### config.mk
export PLATFORM = sky130hd
export DESIGN_NAME = network_interface_flat
export DESIGN_NICKNAME = d
export VERILOG_FILES = /design/src/rtl/network_interface_pkg.sv /design/src/rtl/network_interface_if.sv /design/src/rtl/network_interface_fifo.sv /design/src/rtl/network_interface.sv /design/src/flat_wrapper.sv
export SDC_FILE = /design/constraint.sdc
export NUM_CORES = 1
export LEC_CHECK = 0
export CAP_MARGIN = 40
export CORE_MARGIN = 2
export CORE_UTILIZATION = 30
export CTS_CLUSTER_DIAMETER = 40
export CTS_CLUSTER_SIZE = 28
export DETAILED_ROUTE_END_ITERATION = 8
export GPL_TIMING_DRIVEN = 0
export PLACE_DENSITY = 0.52
export SLEW_MARGIN = 15
export SYNTH_ARGS = -nofsm -noshare
export SYNTH_HDL_FRONTEND = slang
export SYNTH_SLANG_ARGS = --single-unit
### constraint.sdc
create_clock -name clk -period 3.6 [get_ports clk]
set_clock_uncertainty 0.2 [all_clocks]
set_input_delay 0.72 -clock clk [delete_from_list [all_inputs] [get_ports clk]]
set_output_delay 0.72 -clock clk [all_outputs]
set_load 0.005 [all_outputs]
### src/rtl/network_interface_pkg.sv
// Shared config for the mesh local-port endpoint: mesh size, packet_t layout,
// injection FSM states and a saturating counter helper.
// No ports; imported by the interface, the injection queue and the top.
`ifndef X_NODES
`define X_NODES 4
`endif
`ifndef Y_NODES
`define Y_NODES 4
`endif

package network_interface_pkg;

  localparam int X_W       = $clog2(`X_NODES);
  localparam int Y_W       = $clog2(`Y_NODES);
  localparam int PKT_TS_W  = 16;
  localparam int PAYLOAD_W = 16;

  typedef struct packed {
    logic [X_W-1:0]       x_source;
    logic [Y_W-1:0]       y_source;
    logic [X_W-1:0]       x_dest;
    logic [Y_W-1:0]       y_dest;
    logic                 ant;
    logic [PKT_TS_W-1:0]  timestamp;
    logic [PAYLOAD_W-1:0] payload;
  } packet_t;

  typedef enum logic [1:0] {
    TX_IDLE  = 2'd0,
    TX_SEND  = 2'd1,
    TX_STALL = 2'd2
  } tx_state_e;

  // Statistics counters stick at all-ones instead of wrapping.
  function automatic logic [31:0] sat_inc(input logic [31:0] v);
    return (v == 32'hFFFF_FFFF) ? v : v + 32'd1;
  endfunction

endpackage

### src/rtl/network_interface_if.sv
// Bundle of every handshake/bus signal between the endpoint, its node core
// and its router's local port. slave = the endpoint, master = its environment.
// Ports: core TX request, router inject/eject, core RX result, statistics.
interface network_interface_if #(
  parameter int TS_W = network_interface_pkg::PKT_TS_W
);
  import network_interface_pkg::*;

  // core -> endpoint TX request
  logic [X_W-1:0]  i_tx_x_dest;
  logic [Y_W-1:0]  i_tx_y_dest;
  logic            i_tx_ant;
  logic            i_tx_val;
  logic            o_tx_ready;
  // endpoint -> router local input
  packet_t         o_data;
  logic            o_data_val;
  logic            i_en;
  // router local output -> endpoint
  packet_t         i_data;
  logic            i_data_val;
  logic            o_en;
  // endpoint -> core RX result
  logic [X_W-1:0]  o_rx_src_x;
  logic [Y_W-1:0]  o_rx_src_y;
  logic [TS_W-1:0] o_rx_latency;
  logic            o_rx_ant;
  logic            o_rx_val;
  logic            i_rx_ready;
  // statistics
  logic [31:0]     o_tx_count;
  logic [31:0]     o_rx_count;
  logic            o_misroute;

  modport slave (
    input  i_tx_x_dest, i_tx_y_dest, i_tx_ant, i_tx_val, i_en,
           i_data, i_data_val, i_rx_ready,
    output o_tx_ready, o_data, o_data_val, o_en,
           o_rx_src_x, o_rx_src_y, o_rx_latency, o_rx_ant, o_rx_val,
           o_tx_count, o_rx_count, o_misroute
  );

  modport master (
    output i_tx_x_dest, i_tx_y_dest, i_tx_ant, i_tx_val, i_en,
           i_data, i_data_val, i_rx_ready,
    input  o_tx_ready, o_data, o_data_val, o_en,
           o_rx_src_x, o_rx_src_y, o_rx_latency, o_rx_ant, o_rx_val,
           o_tx_count, o_rx_count, o_misroute
  );

endinterface

### src/rtl/network_interface_fifo.sv
// Packet FIFO (fifo_packet): push on i_data_val && o_en, pop on o_data_val && i_en.
// Latency: a push is visible at the head one cycle later when empty.
// Backpressure: o_en = not full; head holds stable while i_en is low.
module fifo_packet
  import network_interface_pkg::*;
#(
  parameter int DEPTH = 4
) (
  input  logic                   clk,
  input  logic                   reset_n,
  input  packet_t                i_data,
  input  logic                   i_data_val,
  output logic                   o_en,
  output packet_t                o_data,
  output logic                   o_data_val,
  input  logic                   i_en,
  output logic [$clog2(DEPTH):0] o_count
);

  localparam int AW = $clog2(DEPTH);

  packet_t       mem [DEPTH];
  logic [AW:0]   wr_ptr;
  logic [AW:0]   rd_ptr;
  logic          push;
  logic          pop;

  // Extra pointer MSB separates full from empty; wrap is natural.
  assign o_count    = wr_ptr - rd_ptr;
  assign o_en       = (o_count != (AW+1)'(DEPTH));
  assign o_data_val = (wr_ptr != rd_ptr);
  assign o_data     = mem[rd_ptr[AW-1:0]];
  assign push       = i_data_val & o_en;
  assign pop        = o_data_val & i_en;

  always_ff @(posedge clk or negedge reset_n) begin
    if (!reset_n) begin
      wr_ptr <= '0;
      rd_ptr <= '0;
    end else begin
      if (push) wr_ptr <= wr_ptr + 1'b1;
      if (pop)  rd_ptr <= rd_ptr + 1'b1;
    end
  end

  // Storage needs no reset: nothing is read past the pointers.
  always_ff @(posedge clk) begin
    if (push) mem[wr_ptr[AW-1:0]] <= i_data;
  end

endmodule

### src/rtl/network_interface.sv
// Local-port endpoint: stamps and queues core packets for injection, ejects router packets to the core.
// Latency: accept->o_data_val 1 cycle (empty queue); eject->o_rx_val 1 cycle.
// Backpressure: o_tx_ready = queue not full; o_en = RX register free or being consumed.
// Ports: clk, reset_n (async active-low), nif (slave side of network_interface_if).
module network_interface
  import network_interface_pkg::*;
#(
  parameter int X_LOC    = 0,
  parameter int Y_LOC    = 0,
  parameter int TX_DEPTH = 4,
  parameter int TS_W     = PKT_TS_W
) (
  input  logic                clk,
  input  logic                reset_n,
  network_interface_if.slave  nif
);

  localparam int CW = $clog2(TX_DEPTH) + 1;

  logic [TS_W-1:0] ts;
  logic            run_q;

  packet_t         tx_pkt;
  packet_t         head;
  logic            fifo_push;
  logic            fifo_rdy;
  logic            fifo_val;
  logic [CW-1:0]   fifo_count;
  logic            push;
  logic            pop;
  tx_state_e       state;
  tx_state_e       state_nxt;
  logic            data_val;
  logic [31:0]     tx_count;

  logic            rx_en;
  logic            rx_load;
  logic            rx_val;
  logic [X_W-1:0]  rx_src_x;
  logic [Y_W-1:0]  rx_src_y;
  logic [TS_W-1:0] rx_latency;
  logic            rx_ant;
  logic [31:0]     rx_count;
  logic            misroute;

  // run_q keeps both ready outputs low through reset and raises them on the
  // first edge after release.
  always_ff @(posedge clk or negedge reset_n) begin
    if (!reset_n) begin
      ts    <= '0;
      run_q <= 1'b0;
    end else begin
      ts    <= ts + 1'b1;
      run_q <= 1'b1;
    end
  end

  // ---------------- TX: stamp, queue, inject ----------------
  always_comb begin
    tx_pkt           = '0;
    tx_pkt.x_source  = X_W'(X_LOC);
    tx_pkt.y_source  = Y_W'(Y_LOC);
    tx_pkt.x_dest    = nif.i_tx_x_dest;
    tx_pkt.y_dest    = nif.i_tx_y_dest;
    tx_pkt.ant       = nif.i_tx_ant;
    tx_pkt.timestamp = PKT_TS_W'(ts);
  end

  assign fifo_push = nif.i_tx_val & run_q;

  fifo_packet #(.DEPTH(TX_DEPTH)) u_tx_queue (
    .clk        (clk),
    .reset_n    (reset_n),
    .i_data     (tx_pkt),
    .i_data_val (fifo_push),
    .o_en       (fifo_rdy),
    .o_data     (head),
    .o_data_val (fifo_val),
    .i_en       (nif.i_en),
    .o_count    (fifo_count)
  );

  assign push = fifo_push & fifo_rdy;
  assign pop  = fifo_val & nif.i_en;

  // The FSM leaves IDLE exactly when the queue turns non-empty and returns
  // on the last pop, so it doubles as the head-valid flag.
  always_ff @(posedge clk or negedge reset_n) begin
    if (!reset_n) state <= TX_IDLE;
    else          state <= state_nxt;
  end

  always_comb begin
    state_nxt = state;
    unique case (state)
      TX_IDLE: begin
        if (push) state_nxt = nif.i_en ? TX_SEND : TX_STALL;
      end
      TX_SEND, TX_STALL: begin
        if (pop && !push && fifo_count == CW'(1)) state_nxt = TX_IDLE;
        else                                      state_nxt = nif.i_en ? TX_SEND : TX_STALL;
      end
      default: state_nxt = TX_IDLE;
    endcase
  end

  assign data_val       = (state != TX_IDLE);
  assign nif.o_data_val = data_val;
  assign nif.o_data     = data_val ? head : '0;
  assign nif.o_tx_ready = run_q & fifo_rdy;

  // ---------------- RX: single-entry buffer, pass-through ready ----------------
  assign rx_en   = run_q & (~rx_val | nif.i_rx_ready);
  assign rx_load = nif.i_data_val & rx_en;

  always_ff @(posedge clk or negedge reset_n) begin
    if (!reset_n) begin
      rx_val     <= 1'b0;
      rx_src_x   <= '0;
      rx_src_y   <= '0;
      rx_latency <= '0;
      rx_ant     <= 1'b0;
      rx_count   <= '0;
      misroute   <= 1'b0;
      tx_count   <= '0;
    end else begin
      if (rx_load) begin
        rx_val     <= 1'b1;
        rx_src_x   <= nif.i_data.x_source;
        rx_src_y   <= nif.i_data.y_source;
        rx_ant     <= nif.i_data.ant;
        // Unsigned subtraction gives the modulo-2^TS_W distance across ts wrap.
        rx_latency <= ts - TS_W'(nif.i_data.timestamp);
        rx_count   <= sat_inc(rx_count);
        if (nif.i_data.x_dest != X_W'(X_LOC) || nif.i_data.y_dest != Y_W'(Y_LOC))
          misroute <= 1'b1;
      end else if (nif.i_rx_ready) begin
        rx_val <= 1'b0;
      end
      if (pop) tx_count <= sat_inc(tx_count);
    end
  end

  assign nif.o_en         = rx_en;
  assign nif.o_rx_val     = rx_val;
  assign nif.o_rx_src_x   = rx_src_x;
  assign nif.o_rx_src_y   = rx_src_y;
  assign nif.o_rx_latency = rx_latency;
  assign nif.o_rx_ant     = rx_ant;
  assign nif.o_rx_count   = rx_count;
  assign nif.o_tx_count   = tx_count;
  assign nif.o_misroute   = misroute;

endmodule

### src/flat_wrapper.sv
// flat-port wrapper written by rule: the top's interface ports become plain ports
module network_interface_flat import network_interface_pkg::*;
#(
  parameter int X_LOC    = 0,
  parameter int Y_LOC    = 0,
  parameter int TX_DEPTH = 4,
  parameter int TS_W     = PKT_TS_W
)
  (clk, reset_n, nif_i_tx_x_dest, nif_i_tx_y_dest, nif_i_tx_ant, nif_i_tx_val, nif_i_en, nif_i_data, nif_i_data_val, nif_i_rx_ready, nif_o_tx_ready, nif_o_data, nif_o_data_val, nif_o_en, nif_o_rx_src_x, nif_o_rx_src_y, nif_o_rx_latency, nif_o_rx_ant, nif_o_rx_val, nif_o_tx_count, nif_o_rx_count, nif_o_misroute);
  network_interface_if #(.TS_W(TS_W)) nif_i ();
  input  logic clk;
  input  logic reset_n;
  input wire logic [$bits(nif_i.i_tx_x_dest)-1:0] nif_i_tx_x_dest;
  input wire logic [$bits(nif_i.i_tx_y_dest)-1:0] nif_i_tx_y_dest;
  input wire logic [$bits(nif_i.i_tx_ant)-1:0] nif_i_tx_ant;
  input wire logic [$bits(nif_i.i_tx_val)-1:0] nif_i_tx_val;
  input wire logic [$bits(nif_i.i_en)-1:0] nif_i_en;
  input wire logic [$bits(nif_i.i_data)-1:0] nif_i_data;
  input wire logic [$bits(nif_i.i_data_val)-1:0] nif_i_data_val;
  input wire logic [$bits(nif_i.i_rx_ready)-1:0] nif_i_rx_ready;
  output wire logic [$bits(nif_i.o_tx_ready)-1:0] nif_o_tx_ready;
  output wire logic [$bits(nif_i.o_data)-1:0] nif_o_data;
  output wire logic [$bits(nif_i.o_data_val)-1:0] nif_o_data_val;
  output wire logic [$bits(nif_i.o_en)-1:0] nif_o_en;
  output wire logic [$bits(nif_i.o_rx_src_x)-1:0] nif_o_rx_src_x;
  output wire logic [$bits(nif_i.o_rx_src_y)-1:0] nif_o_rx_src_y;
  output wire logic [$bits(nif_i.o_rx_latency)-1:0] nif_o_rx_latency;
  output wire logic [$bits(nif_i.o_rx_ant)-1:0] nif_o_rx_ant;
  output wire logic [$bits(nif_i.o_rx_val)-1:0] nif_o_rx_val;
  output wire logic [$bits(nif_i.o_tx_count)-1:0] nif_o_tx_count;
  output wire logic [$bits(nif_i.o_rx_count)-1:0] nif_o_rx_count;
  output wire logic [$bits(nif_i.o_misroute)-1:0] nif_o_misroute;
  assign nif_i.i_tx_x_dest = nif_i_tx_x_dest;
  assign nif_i.i_tx_y_dest = nif_i_tx_y_dest;
  assign nif_i.i_tx_ant = nif_i_tx_ant;
  assign nif_i.i_tx_val = nif_i_tx_val;
  assign nif_i.i_en = nif_i_en;
  assign nif_i.i_data = nif_i_data;
  assign nif_i.i_data_val = nif_i_data_val;
  assign nif_i.i_rx_ready = nif_i_rx_ready;
  assign nif_o_tx_ready = nif_i.o_tx_ready;
  assign nif_o_data = nif_i.o_data;
  assign nif_o_data_val = nif_i.o_data_val;
  assign nif_o_en = nif_i.o_en;
  assign nif_o_rx_src_x = nif_i.o_rx_src_x;
  assign nif_o_rx_src_y = nif_i.o_rx_src_y;
  assign nif_o_rx_latency = nif_i.o_rx_latency;
  assign nif_o_rx_ant = nif_i.o_rx_ant;
  assign nif_o_rx_val = nif_i.o_rx_val;
  assign nif_o_tx_count = nif_i.o_tx_count;
  assign nif_o_rx_count = nif_i.o_rx_count;
  assign nif_o_misroute = nif_i.o_misroute;
  network_interface #(.X_LOC(X_LOC), .Y_LOC(Y_LOC), .TX_DEPTH(TX_DEPTH), .TS_W(TS_W)) u_core (.clk(clk), .reset_n(reset_n), .nif(nif_i));
endmodule
==> results of run 1 <==
[power by group]
part	internal [mW]	switching [mW]
combinational	1.05	0.849
clock	0.986	1.06
sequential	2.61	0.187
[cell type report]
cell class | instances | area [µm²] | share of cell area
inverters | 34 | 127.6 | 0.01070
repair buffers | 152 | 1565 | 0.1313
clock inverters | 15 | 215.2 | 0.01805
clock buffers | 17 | 425.4 | 0.03568
plain buffers | 33 | 206.4 | 0.01731
well taps | 390 | 488.0 | 0.04092
flip-flops and latches | 196 | 5325 | 0.4466
multi-input cells | 488 | 3571 | 0.2995
[critical path: stages, from the launching register on]
cell and delay, ns:
dfrtp_1 0.52, clkbuf_1 0.54, mux4_2 0.42, and2_1 0.18, clkdlybuf4s50_1 0.43
[through the flow]
step,util,hold slack (ns)
4_1_cts,0.3998,0.2876
6_report,0.4002,0.2825
3_3_place_gp,0.3748,0.2603
3_5_place_dp,0.3777,0.2642
2_1_floorplan,-,0.2244
5_1_grt,0.4002,0.3160
[metal layers]
| metal | vias to the layer above | GRT usage | wire, µm |
|---|---|---|---|
| li1 | 2951 | - | - |
| met1 | 2938 | 0.1826 | 9611 |
| met2 | 114 | 0.2151 | 9734 |
| met3 | 21 | 0.04007 | 1194 |
| met4 | 0 | 0.04404 | 323 |
| met5 | - | 0 | 0 |
[worst paths after layout]
kind / from / to / slack, ns / depth (start not counted)
worst max-delay path: u_core.u_tx_queue.rd_ptr[1]$_DFFE_PN0P_ / nif_o_data[26] / 0.14 / 4
worst min-delay path: u_core.nif.o_misroute$_DFFE_PN0P_ / u_core.nif.o_misroute$_DFFE_PN0P_ / 0.28 / 1
worst max register to register: u_core.u_tx_queue.rd_ptr[1]$_DFFE_PN0P_ / u_core.nif.o_tx_count[31]$_DFFE_PN0P_ / 0.42 / 9
worst min register to register: u_core.nif.o_misroute$_DFFE_PN0P_ / u_core.nif.o_misroute$_DFFE_PN0P_ / 0.28 / 1
max in group asynchronous: reset_n / u_core.nif.o_rx_count[30]$_DFFE_PN0P_ / 1.96 / 3
min in group asynchronous: reset_n / u_core.nif.o_tx_count[6]$_DFFE_PN0P_ / 0.53 / 2
[logic make-up (layout without fill, tap and decap cells)]
logic type	after synthesis	after routing	share of synthesized area
and+or+nand+nor	252	252	0.1456
DFF	196	196	0.5822
xor gates and xnor gates	93	93	0.08906
AOI/OAI and AO/OA	70	70	0.05089
buffers and inverters	67	251	0.03598
adders and majority gates	29	29	0.04131
muxes	23	23	0.05417
other	2	21	0.0008211
[flip-flops by register name, indices dropped and copies added (netlist names), 3 cells and up]
signal,count
u_core.u_tx_queue.wr_ptr,3
u_core.nif.o_rx_latency,16
u_core.nif.o_rx_count,32
u_core.nif.o_tx_count,32
u_core.u_tx_queue.mem,84
u_core.ts,16
u_core.u_tx_queue.rd_ptr,3
[cell usage after synthesis, types with 5 or more instances]
cell and instances:
a21o_1 5, a21oi_1 7, a31oi_1 5, and2_1 29
and3_1 21, and4_1 7, buf_4 20, clkbuf_1 10
dfrtp_1 112, edfxtp_1 84, ha_1 27, inv_1 34
mux4_2 21, nand2_1 77, nand3_1 36, nand4_1 19
nor2_1 26, nor3_1 10, nor4_1 6, o21a_1 5
o21ai_0 24, o31ai_1 5, xnor2_1 69, xor2_1 24
[cell usage in the layout (no fill, tap or decap), types with 4 or more instances in the layout]
cell type,count
nand2_1,77
mux4_2,21
o31ai_1,5
o21a_1,5
a21o_1,5
xor2_1,24
clkbuf_16,17
buf_4,21
edfxtp_1,84
clkbuf_1,10
and4_1,7
conb_1,21
nor3_1,10
xnor2_1,69
inv_12,6
o21ai_0,24
ha_1,27
nor4_1,6
a31oi_1,4
and2_1,29
nand3_1,36
a21oi_1,7
dfrtp_1,112
nor2_1,26
nand4_1,19
inv_1,34
clkdlybuf4s50_1,145
and3_1,20
[what timing repair did]
item,CTS,global route
hold buffers,1,0
endpoints found under the setup margin,1,12
hold endpoints to repair,33,0
gates resized for setup,1,2
buffers inserted,0,1
pin swaps,1,1
cloned,0,0
==> flow_summary.toml, run 1 <==
[clock_network]
cts_made_buffers = 17
cts.sinks = 196
cts_htree_levels = 4
cts_tree = "built"
cts_root_buffer = "clkbuf_16"
cts_buffer_depth = 2
clkLatencyLatePin_ns = 0.45
path_clk_slew_ns = 0.09

[synth]
postSynthAreaPerCell_um2 = 12.49
yosys_warnings = 0
yosys.area.top_type_share = 0.3064
synthFlopType = "dfrtp_1"
yosysTopAreaCell = "dfrtp_1"
synth_seq_area_share = 0.5822
async_flop_share = 0.5714
synthTopCellsByArea = "dfrtp_1 31%, edfxtp_1 28%, xnor2_1 6.6%"
netlist_area_um2 = 9146
syn_inst = 732
synth_cell_types = 57
synth_seq_cells = 196
synth-edff-count = 84

[floorplanning]
core-area_um2 = 29800
rows = 63
die-width_um = 178.6
start_util = 0.3070
dieArea_um2 = 31900
die_y_um = 178.6
ios = 183

[sta]
hold_violations = 0
period_minus_slack_ns = 3.463
fmax_ghz = 0.2888
worstMarginPinSlew_ns = 0.7327
slew_viol_final = 0
period_share = 0.9618
setup_slack_ns = 0.1374
fin_setup_tns_ns = 0
relSlewSlack = 0.5093
setup_violations = 0
rsz0062_at_grt = "false"

[route]
vias = 6024
route.detailed.drc = 0
post_drt_wl_per_cell_um = 15.75
first_iter_violations = 397
first_pass_iters = 4
wl_mm = 20.86
via_per_inst = 4.546
antenna_left = 0

[global_routing]
grt.overflow.total = 0
antenna_found_initial = 1
grt_usage = 0.1372
grt_max_degree = 80
grt_pass1_wl_mm = 33.60
grt_pass1_vias = 6097

[pwr]
powerDensity_nw_per_um2 = 565.8
leakagePower_nw = 4.827
power_mw = 6.746
irDropWorstVdd_mv = 0.3184

[setup_path]
crit_type = "reg2out"
cp-end-kind = "primary output"
cp_data_arrival_time_ns = 2.54
crit_path_start_kind = "flip-flop"
crit_fanout = 10
critical_path_required_ns = 2.68

[final_layout]
final_layout_size_suffix_gt1_frac = 0.1016
fin_nets = 1003
final_cell_count_no_fill = 1325
area_growth_syn_to_layout_pct = 30.37
postLayoutCellArea_um2 = 11920
diodes = 0
nFillCells = 2894

[place]
dp_hpwl_mm = 14.96
dpl_cell_area_um2 = 11250
dp_cells = 1291
place.gp.congestion = 0.7612
preCtsSetupSlack_ns = -0.02112
portBuffers = 146

[run_status]
status = "complete, no violations"

[hold_path]
hold_class = "reg2reg"

[flow_run]
cap_violations = 0
Note: power is estimated with default switching activity, not from simulation.
==> run 2, diff against run 1 <==
- PLACE_DENSITY: 0.52 -> 0.59
==> run 2 against run 1 <==
  * Register-to-register slack better by 0.04 ns
  * Critical path depth is 2 higher
  * Die area stayed put
  * Via count is 1.1% lower
  * Fmax is 0.72% higher
  * Worst setup slack better by 0.025 ns
  * Power is 0.84% lower
  * Global-route usage is 0.69 points lower
  * Clock power is 2% lower
  * Flip-flop and latch count stayed put
  * Count of clock-buffer cells in the layout stayed put
  * Final area is 0.17% lower
  * Critical path type unchanged
==> flow_summary.toml, run 2 (synthesized netlist as in run 1, its figures left out) <==
[clock_network]
clkLatencyLatePin_ns = 0.43
cts_made_buffers = 17
cts.sinks = 196
hold_buffers = 0
path_clk_slew_ns = 0.08
cts_htree_levels = 4
cts_buffer_depth = 2
cts_tree = "built"
cts_root_buffer = "clkbuf_16"

[route]
antenna_left = 0
route.detailed.drc = 0
first_iter_violations = 350
first_pass_iters = 4
via_per_inst = 4.495
vias = 5960
post_drt_wl_per_cell_um = 15.26
wl_mm = 20.23

[floorplanning]
die-width_um = 178.6
start_util = 0.3070
ios = 183
rows = 63
die_y_um = 178.6
core-area_um2 = 29800
dieArea_um2 = 31900

[place]
preCtsSetupSlack_ns = -0.02388
place.gp.congestion = 0.7625
dp_hpwl_mm = 14.63
portBuffers = 146

[final_layout]
finish.utilization = 0.3995
area_growth_syn_to_layout_pct = 30.15
fin_nets = 1003
final_cell_mix = "145 x clkdlybuf4s50_1, 111 x dfrtp_1, 84 x edfxtp_1, 77 x nand2_1, 69 x xnor2_1"
final_layout_size_suffix_gt1_frac = 0.1037
largest_reg_flops = 84
final_common_cell = "clkdlybuf4s50_1"
nFillCells = 2873

[pwr]
power_mw = 6.690
irDropWorstVdd_mv = 0.2699
intPower_mw = 4.634
swShare = 0.3072
pwr-share-clk = 0.297
powerDensity_nw_per_um2 = 562.0
combPwrFrac = 0.283
leakagePower_nw = 4.817
p_seq_frac = 0.419
p_sw_mw = 2.055

[sta]
setup_violations = 0
setup_slack_ns = 0.1622
worstMarginPinSlew_ns = 0.7787
rsz0062_at_grt = "false"
hold-worst-slack_ns = 0.05897
period_minus_slack_ns = 3.438
slew_viol_final = 0
period_share = 0.9549
fmax_ghz = 0.2909
hold_violations = 0
relSlewSlack = 0.4809
fin_setup_tns_ns = 0

[global_routing]
grt_pass1_vias = 5972
grt_max_degree = 58
grt_pass1_wl_mm = 32.22
antenna_found_initial = 1
grt_usage = 0.1303
grt.overflow.total = 0

[setup_path]
cp_data_arrival_time_ns = 2.52
critical_path_required_ns = 2.68
r2r_slack_ns = 0.46
crit_path_start_kind = "flip-flop"
crit_fanout = 4
r2r-start = "u_core.u_tx_queue.rd_ptr[1]$_DFFE_PN0P_"
crit_type = "reg2out"
worstRegToRegCells = 9
reg2reg_to = "u_core.nif.o_tx_count[31]$_DFFE_PN0P_"
cp-end-kind = "primary output"

[flow_run]
cap_violations = 0

[hold_path]
hold_class = "in2async"

[run_status]
status = "complete, no violations"
[run 2: per-layer routing]
layer	up-vias	GRT usage	wire, µm
met4	0	0.02846	155
met3	14	0.04454	1266
met2	109	0.2074	9474
met1	2884	0.1721	9333
met5	-	0	0
li1	2953	-	-
[run 2: area by class of cell]
| class | count | area, µm² | area share |
|---|---|---|---|
| sequential | 196 | 5326 | 0.4474 |
| multi-input combinational | 488 | 3570 | 0.2999 |
| timing repair buffer | 152 | 1554 | 0.1305 |
| tap | 390 | 488.0 | 0.04099 |
| clock buffer | 17 | 425.4 | 0.03574 |
| buffer | 33 | 207.7 | 0.01745 |
| clock inverter | 15 | 202.7 | 0.01703 |
| inverter | 34 | 127.6 | 0.01072 |
| antenna | 1 | 2.502 | 0.0002102 |
[run 2: power groups by stage]
stage / sequential [mW] / combinational (mW) / clock, mW
floorplan: 2.81 / 1.02 / 0
global placement: 2.85 / 1.85 / 0
detailed placement: 2.85 / 1.90 / 0
CTS: 2.81 / 1.92 / 2.04
global route: 2.84 / 2.12 / 2.12
finish: 2.80 / 1.90 / 1.99
[run 2: worst max-delay path: stages, from the launching register on]
cell             delay, ns
dfrtp_1               0.38
inv_1                 0.11
ha_1                  0.23
fa_1                  0.37
xnor2_1               0.17
a31oi_2               0.26
clkdlybuf4s50_1       0.58
[run 2: worst max-delay path by stage]
stage	start	end	cells past startpoint
2_1_floorplan	nif_i_data[16]	u_core.nif.o_rx_latency[12]$_DFFE_PN0P_	9
3_3_place_gp	reset_n	u_core.nif.o_rx_ant$_DFFE_PN0P_	1
3_5_place_dp	nif_i_data[16]	u_core.nif.o_rx_latency[12]$_DFFE_PN0P_	10
4_1_cts	u_core.u_tx_queue.rd_ptr[0]$_DFFE_PN0P_	nif_o_tx_ready	5
5_1_grt	u_core.u_tx_queue.rd_ptr[1]$_DFFE_PN0P_	nif_o_data[30]	4
6_report	u_core.u_tx_queue.wr_ptr[0]$_DFFE_PN0P_	nif_o_tx_ready	6
[run 2: stage by stage]
stage                     area [µm²]  std cells
final                          11900       1326
after global routing           11900       1325
after CTS                      11890       1324
after detailed placement       11250       1292
after global placement         11170       1287
after floorplan                 9218        751
[run 2: repair_timing]
| action | in CTS | in global routing |
|---|---|---|
| buffers inserted | 0 | 1 |
| endpoints found under the hold margin | 0 | 0 |
| gates resized for setup | 1 | 5 |
| endpoints found under the setup margin | 1 | 4 |
| pin swaps | 1 | 1 |
==> run 3, diff against run 2 <==
- SETUP_SLACK_MARGIN: unset -> 0.15
- SLEW_MARGIN: 15 -> 30
==> run 3 against run 2 <==
  * First-iteration DRC count decreased by 13%
  * Via count decreased by 0.42%
  * Non-clock buffer count shrank 4
  * Sequential power is essentially flat
  * Power rose by 0.53%
  * Utilization barely moved
  * Global-route usage is 0.19 points lower
  * Largest power group unchanged
==> flow_summary.toml, run 3 (synthesized netlist as in run 1, its figures left out) <==
[route]
wl_mm = 19.92
dr_wl_met3_mm = 1.158
wl_met2_mm = 9.308
routed.top_layer = "met4"
antenna_left = 0
first_pass_iters = 4
via_per_inst = 4.489
post_drt_wl_per_cell_um = 15.07
wl_met1_mm = 9.281
first_iter_violations = 304
route.detailed.drc = 0
vias = 5935

[place]
place.gp.congestion = 0.7625
dp_cells = 1288
dp_hpwl_mm = 14.30
dpl_cell_area_um2 = 11200
portBuffers = 146
preCtsSetupSlack_ns = -0.04531

[sta]
fin_setup_tns_ns = 0
slew_viol_final = 0
hold-worst-slack_ns = 0.007978
relSlewSlack = 0.5096
setup_violations = 0
setup_slack_ns = 0.3454
period_minus_slack_ns = 3.255
hold_violations = 0
period_share = 0.9040
worstMarginPinSlew_ns = 0.7322
rsz0062_at_grt = "false"
fmax_ghz = 0.3073

[setup_path]
crit_family = "buffers and inverters"
crit_type = "reg2out"
crit_fanout = 10
path_buf_inv = 2
crit_path_start_kind = "flip-flop"
cp_slowest_stage_delay_ns = 0.56
cp_data_arrival_time_ns = 2.33
crit_chain = "buf_4, mux4_2, and2_1, clkdlybuf4s50_1"
slowest_stage = "mux4_2"
cp-end-kind = "primary output"
critical_path_required_ns = 2.68

[global_routing]
grt_usage = 0.1284
grt_max_degree = 58
grt_pass1_vias = 5926
antenna_found_initial = 1
grt_pass1_wl_mm = 31.80
grt.overflow.total = 0

[clock_network]
hold_buffers = 0
cts_buffer_depth = 2
path_clk_slew_ns = 0.08
cts_made_buffers = 17
cts_tree = "built"
cts.sinks = 196
clkLatencyLatePin_ns = 0.44
cts_root_buffer = "clkbuf_16"
cts_htree_levels = 4

[final_layout]
postLayoutCellArea_um2 = 11890
area_growth_syn_to_layout_pct = 30.00
final_cell_count_no_fill = 1322
final_layout_size_suffix_gt1_frac = 0.1085
finish.utilization = 0.3991
largest_reg_flops = 84
fin_nets = 999
final_common_cell = "clkdlybuf4s50_1"
final_cell_mix = "144 x clkdlybuf4s50_1, 111 x dfrtp_1, 84 x edfxtp_1, 77 x nand2_1, 68 x xnor2_1"

[floorplanning]
rows = 63
die_y_um = 178.6
die-width_um = 178.6
ios = 183
start_util = 0.3070
core-area_um2 = 29800
dieArea_um2 = 31900

[hold_path]
hold_class = "in2async"

[pwr]
irDropWorstVdd_mv = 0.3596
leakagePower_nw = 4.822
power_mw = 6.725
powerDensity_nw_per_um2 = 565.6

[run_status]
status = "complete, no violations"

[flow_run]
cap_violations = 0
[run 3: cell count changes in the layout (fill, tap and decap cells not counted), sizes merged]
cell           before  now
buf                28   26
clkbuf             29   27
clkdlybuf4s50     145  144
clkinvlp            1    0
dlymetal6s2s        0    1
inv                43   44
[run 3: power by group]
part           switching, mW  internal (mW)
clock                   1.04          0.986
combinational          0.844           1.05
sequential             0.188           2.61
total                   2.07           4.65
[run 3: layout make-up]
class                   instances  area, µm²
flip-flops and latches        196       5326
fillers                      2893      17910
well taps                     390      488.0
multi-input cells             488       3587
diodes                          1      2.502
clock buffers                  17      425.4
plain buffers                  33      210.2
inverters                      34      127.6
repair buffers                148       1504
clock inverters                15      219.0
[run 3: worst paths after layout]
check,from,slack [ns],endpoint,cells past startpoint
setup / recovery,u_core.u_tx_queue.rd_ptr[0]$_DFFE_PN0P_,0.35,nif_o_data[30],4
hold / removal,reset_n,0.008,u_core.u_tx_queue.wr_ptr[0]$_DFFE_PN0P_,1
setup reg to reg,u_core.ts[0]$_DFF_PN0_,0.58,u_core.nif.o_rx_latency[12]$_DFFE_PN0P_,10
hold reg to reg,u_core.nif.o_misroute$_DFFE_PN0P_,0.28,u_core.nif.o_misroute$_DFFE_PN0P_,1
max in group asynchronous,reset_n,2.55,u_core.nif.o_rx_latency[11]$_DFFE_PN0P_,2
min in group clk,u_core.nif.o_misroute$_DFFE_PN0P_,0.28,u_core.nif.o_misroute$_DFFE_PN0P_,1
[run 3: timing repair]
item,in CTS,in global routing
gates resized for setup,5,6
buffers inserted,1,0
endpoints found under the setup margin,20,8
pin swaps,1,0
[run 3: metal layers]
layer	global-route usage	up-vias
met5	0	-
met4	0.02947	0
met3	0.04135	14
met2	0.2051	107
met1	0.1700	2872
li1	-	2942
[run 3: worst reg2reg max path, delay by kind of cell, from the launching register on]
family / cells / cell delay (ns)
flops: 1 / 0.51
fa+ha+maj: 2 / 0.60
buf+inv: 2 / 0.19
compound gates: 5 / 1.20
xor+xnor: 1 / 0.20
